**config.mk**
```make
export PLATFORM = sky130hd
export DESIGN_NAME = pipe_hazard_ctrl
export DESIGN_NICKNAME = d
export VERILOG_FILES = /design/src/rtl/pipe_ctrl_pkg.sv /design/src/rtl/hazard_detect.sv /design/src/rtl/pipe_hazard_ctrl.sv
export SDC_FILE = /design/constraint.sdc
export NUM_CORES = 1
export LEC_CHECK = 0
export ABC_AREA = 1
export CAP_MARGIN = 20
export CORE_MARGIN = 2
export CORE_UTILIZATION = 35
export DETAILED_ROUTE_END_ITERATION = 8
export GPL_TIMING_DRIVEN = 0
export PLACE_DENSITY = 0.8
export SLEW_MARGIN = 20
export SYNTH_ARGS = -nofsm -noshare
export SYNTH_HDL_FRONTEND = slang
export SYNTH_HIERARCHICAL = 1
export SYNTH_SLANG_ARGS = --single-unit
```
**constraint.sdc**
```tcl
create_clock -name Clk -period 1.1 [get_ports Clk]
set_input_delay 0.11 -clock Clk [delete_from_list [all_inputs] [get_ports Clk]]
set_output_delay 0.11 -clock Clk [all_outputs]
set_load 0.03 [all_outputs]
```
**src/rtl/pipe_ctrl_pkg.sv**
```systemverilog
// rtl/pipe_ctrl_pkg.sv - shared state encoding and field positions for the pipeline controller
package pipe_ctrl_pkg;

  typedef enum logic [1:0] {
    RUN      = 2'd0,
    MEM_WAIT = 2'd1,
    ERROR    = 2'd2
  } ctrl_state_t;

  // Bit positions inside the EX/MEM M-field
  localparam int BR_BIT  = 2;
  localparam int MRD_BIT = 1;
  localparam int MWR_BIT = 0;

  localparam logic [4:0] XZR_IDX = 5'd31;

endpackage

```
**src/rtl/hazard_detect.sv**
```systemverilog
// rtl/hazard_detect.sv - combinational load-use comparator between ID and EX
module hazard_detect
  import pipe_ctrl_pkg::*;
(
  input  logic [4:0] rn,
  input  logic [4:0] rm,
  input  logic       ex_mem_read,
  input  logic [4:0] ex_rd,
  output logic       load_use
);

  // XZR reads always return zero, so a load targeting it never creates a dependency
  always_comb begin
    load_use = ex_mem_read && (ex_rd != XZR_IDX) && ((ex_rd == rn) || (ex_rd == rm));
  end

endmodule

```
**src/rtl/pipe_hazard_ctrl.sv**
```systemverilog
// rtl/pipe_hazard_ctrl.sv - pipeline enable/flush controller with memory freeze and watchdog
// Optional stall/flush counters are built when PIPE_PERF_CNT_EN is defined.
module pipe_hazard_ctrl
  import pipe_ctrl_pkg::*;
#(
  parameter int TIMEOUT = 255
) (
  input  logic       Clk,
  input  logic       Rst_n,
  input  logic [4:0] IfIdRn,
  input  logic [4:0] IfIdRm,
  input  logic       IdExMemRead,
  input  logic [4:0] IdExRd,
  input  logic [2:0] ExMemM,
  input  logic       ExMemZero,
  input  logic       MemAck,
  output logic       PcWrite,
  output logic       IfIdWrite,
  output logic       IdExWrite,
  output logic       ExMemWrite,
  output logic       MemWbWrite,
  output logic       IdExBubble,
  output logic       IfIdFlush,
  output logic       IdExFlush,
  output logic       ExMemFlush,
  output logic       PcSrc,
  output logic       MemReq,
  output logic       MemErr
`ifdef PIPE_PERF_CNT_EN
  ,
  output logic [31:0] StallCount,
  output logic [31:0] FlushCount
`endif
);

  // Watchdog value on the last MEM_WAIT cycle before the trap
  localparam logic [7:0] WDOG_LAST = 8'(TIMEOUT - 1);

  ctrl_state_t state;
  logic [7:0]  wdog;
  logic        load_use;
  logic        mem_op;
  logic        br_taken;
  logic        en_all;

  hazard_detect u_hazard_detect (
    .rn          (IfIdRn),
    .rm          (IfIdRm),
    .ex_mem_read (IdExMemRead),
    .ex_rd       (IdExRd),
    .load_use    (load_use)
  );

  assign mem_op   = ExMemM[MRD_BIT] | ExMemM[MWR_BIT];
  assign br_taken = ExMemM[BR_BIT] & ExMemZero;

  always_comb begin
    en_all     = 1'b0;
    PcWrite    = 1'b0;
    IfIdWrite  = 1'b0;
    IdExWrite  = 1'b0;
    ExMemWrite = 1'b0;
    MemWbWrite = 1'b0;
    IdExBubble = 1'b0;
    IfIdFlush  = 1'b0;
    IdExFlush  = 1'b0;
    ExMemFlush = 1'b0;
    PcSrc      = 1'b0;
    MemReq     = 1'b0;
    MemErr     = 1'b0;
    if (!Rst_n) begin
      IfIdFlush  = 1'b1;
      IdExFlush  = 1'b1;
      ExMemFlush = 1'b1;
    end else begin
      case (state)
        ERROR: MemErr = 1'b1;
        MEM_WAIT: begin
          MemReq = 1'b1;
          en_all = MemAck;
        end
        RUN: begin
          if (mem_op) begin
            MemReq = 1'b1;
            en_all = MemAck;
          end else if (br_taken) begin
            en_all     = 1'b1;
            PcSrc      = 1'b1;
            IfIdFlush  = 1'b1;
            IdExFlush  = 1'b1;
            ExMemFlush = 1'b1;
          end else if (load_use) begin
            IdExWrite  = 1'b1;
            ExMemWrite = 1'b1;
            MemWbWrite = 1'b1;
            IdExBubble = 1'b1;
          end else begin
            en_all = 1'b1;
          end
        end
        default: MemErr = 1'b1;
      endcase
      if (en_all) begin
        PcWrite    = 1'b1;
        IfIdWrite  = 1'b1;
        IdExWrite  = 1'b1;
        ExMemWrite = 1'b1;
        MemWbWrite = 1'b1;
      end
    end
  end

  always_ff @(posedge Clk) begin
    if (!Rst_n) begin
      state <= RUN;
      wdog  <= 8'd0;
    end else begin
      case (state)
        RUN: begin
          if (mem_op && !MemAck) begin
            state <= MEM_WAIT;
            wdog  <= 8'd0;
          end
        end
        MEM_WAIT: begin
          wdog <= wdog + 8'd1;
          if (MemAck) begin
            state <= RUN;
          end else if (wdog == WDOG_LAST) begin
            state <= ERROR;
          end
        end
        ERROR:   state <= ERROR;
        default: state <= ERROR;
      endcase
    end
  end

`ifdef PIPE_PERF_CNT_EN
  always_ff @(posedge Clk) begin
    if (!Rst_n) begin
      StallCount <= 32'd0;
      FlushCount <= 32'd0;
    end else begin
      if (!PcWrite) StallCount <= StallCount + 32'd1;
      if (PcSrc)    FlushCount <= FlushCount + 32'd1;
    end
  end
`endif

endmodule

```
==> impl_results.md <==
- CP Data Arrival Time: 1380 ps
- Worst Hold Depth: 3
- Post-synth EDFFs: 0
- Sw frac: 34.3%
- Ant diodes: 0
- Comb pwr share: 44.4%
- Share of layout cells above drive strength 1: 44.1%
- Ys Warns: 6
- Synthesized instance count: 159
- CTS tree: yes
- Top post-synthesis cells by area: nand2_1, dfxtp_1, inv_1
- Pleak: 0.742 nW
- R2R Path Start: state[1]
- FMAX: 670 MHz
- RePlAce Congestion: 0.777
- CP top delay family: simple AND/OR/NAND/NOR gates
- Min Tclk post-route: 1490 ps
- Worst Skew: 5.55 ps
- Design area: 1460 um2
- Internal power: 0.746 mW
- Post-synth top cells: nand2_1, inv_1, nor2_1, a21oi_1, dfxtp_1
- Worst Path Buf+Inv: 3
- TritonRoute pass-1 iters: 4
- Worst reg2reg path endpoint: wdog[4]
- Crit. Startpoint: state[1]
- CP Depth: 8
- Sequential Power Share: 33.6%
- CP Max Fanout: 4
- Seq cells post-synth: 10
- CP most frequent cell: buf_6
- Placed cell area: 1330 um2
- Antenna Nets Post-Route: 0
- Most used DFF post-synth: dfxtp_1
- CP cell instances: nor2_4 > buf_6 > nand3_2 > nand2_2 > nand2_2 > nand2_4 > buf_6 > buf_6
- CTS H-tree lvls: 1
- Cell area after synthesis: 907 um2
- Library cells used by synthesis: 25
- Failing checks: setup timing
- Slowest stage cell, crit path: dfxtp_4
- CP endpoint: IdExWrite
- Clock transition at path regs: 70 ps
- Starting Density: 36.6%
- R2R setup slack: -170 ps
- DR DRC count: 0
- Final WL: 2.23 mm
- Fraction of registers with async set/reset: 0%
- Dpl ws: -1480 ps
- P_sw: 0.389 mW
- Worst slew pin tran: 221 ps
- Peak VDD IR: 0.644 mV
- WL/cell: 9.59 um
- Vias in the first global route: 904
- Congestion Overflow GR: 0
- PD cells: 777 nW/um2
- Hold Slack: 179 ps
- Die area: 3020 um2
- Worst min-delay path class: primary input to flop
- Layout Nets: 229
- Crit-path max cell delay: 360 ps
- 1st-iter DRT viols: 16
- Tcrit/Tclk final: 136%
- Synthesized Nets: 184
- Slew Viols, Final: 0
- Clock share of power: 22.0%
- Clock sink count: 10
- CTS buffer count: 3
- Average cell area after synthesis: 5.71 um2
- Sequential area share after synthesis: 22.1%
- Synth top area share: 23.2%
- RSZ-0062 raised after global routing: yes
- Post-DP HPWL: 1.68 mm
- Slew margin rel.: 85.2%
- First-pass GRT wire length: 3.59 mm
- Worst EP required: 990 ps
- Final hold violation count: 0
- Initial antenna violation count: 0
- FF-to-FF path depth: 6
- Worst-skew pair later-pin latency: 260 ps
- Crit end category: primary output
- Setup ws final: -393 ps
- Vias: 1042
- Top cell type by total area after synthesis: nand2_1
- Largest net degree at the start of global routing: 11
- Num rows: 18
- PortBufs: 33
- Most common cell in the netlist: nand2_1
- Core Area: 2480 um2
- Die Wd: 54.9 um
- Worst Setup Start Kind: flop
- Vias per inst: 4.49
- Crit Path Category: flop to primary output
- CTS root buffer: clkbuf_4
- Max-Cap Viols: 0
- Die Ht: 54.9 um
- GR Util All Layers: 16.1%
- Io pins: 35
- Setup violations, final: 21
- Synth-to-layout area growth: 61.0%
- CTS Buffer Depth: 2
- Run status: complete, but fails checks
==> timing repair <==
action | in CTS | in global routing
hold buffers | 0 | 0
setup buffers | 5 | 2
resized for setup | 150 | 32
pin swaps | 23 | 20
setup endpoints to repair | 14 | 22
==> cells in the final DEF, fill, tap and decap left out, types with 4 or more instances in the layout <==
cell,Yosys,routed
nor2_1,13,8
nand2_1,56,46
inv_1,26,20
nor2_2,3,8
inv_2,5,8
buf_4,5,8
nand3_2,1,4
a21oi_1,10,9
dfxtp_1,10,6
nand3_1,9,6
nand2_2,1,10
clkdlybuf4s50_1,0,5
buf_2,1,7
buf_6,1,22
==> final cells by class <==
type | instances | area, um2
Fill cell | 241 | 1020
Multi-Input combinational cell | 111 | 612
Timing Repair Buffer | 40 | 374
Sequential cell | 10 | 208
Inverter | 31 | 134
Buffer | 7 | 72.6
Tap cell | 30 | 37.5
Clock buffer | 3 | 22.5
==> state kept, by name, indices dropped and copies added, names as in the netlist <==
| name | flops |
|---|---|
| wdog | 8 |
| state | 2 |
==> how the worst min path moves through the flow <==
stage	endpoint	startpoint
after floorplan	state[1]	MemAck
after CTS	wdog[7]	Rst_n
after global placement	wdog[6]	Rst_n
after detailed placement	wdog[7]	Rst_n
after global routing	wdog[5]	Rst_n
final	wdog[7]	Rst_n
==> layer usage <==
layer	vias to the layer above	GRT usage (%)	routed length [um]
li1	565	-	-
met1	455	19.6	974
met2	18	29.2	1120
met3	4	2.69	103
met4	0	3.66	24
met5	-	0	0
==> kinds of logic after synthesis <==
kind of cell | Yosys count | share of synthesized area (%)
AOI/OAI and AO/OA | 14 | 8.14
xor gates and xnor gates | 3 | 2.90
adders and majority gates | 2 | 2.76
buffers and inverters | 38 | 18.8
DFF | 10 | 22.1
and+or+nand+nor | 92 | 45.4
==> worst register-to-register path, cell delays in order (launching register included) <==
cell and delay [ps]:
dfxtp_4 360, nor2_4 140, buf_6 120, buf_4 100, nand3_2 180, a21oi_1 200, nor2_1 50
==> through the flow <==
stage	cells	total power, mW	TNS [ps]	utilization [%]
after floorplan	159	0.642	-1380	-
after global placement	222	0.814	-13200	53.6
after detailed placement	222	0.820	-13320	53.6
after CTS	230	1.08	-3530	54.8
after global routing	232	1.21	-6300	58.9
final	232	1.13	-4530	58.9
==> power groups by stage <==
stage                     clock network, mW  registers, mW  logic [mW]
after global placement                    0          0.389       0.425
after floorplan                           0          0.388       0.254
final                                 0.250          0.381       0.504
after global routing                  0.276          0.382       0.549
after detailed placement                  0          0.390       0.430
after CTS                             0.250          0.383       0.450
Power figures use the tool's default switching activity.
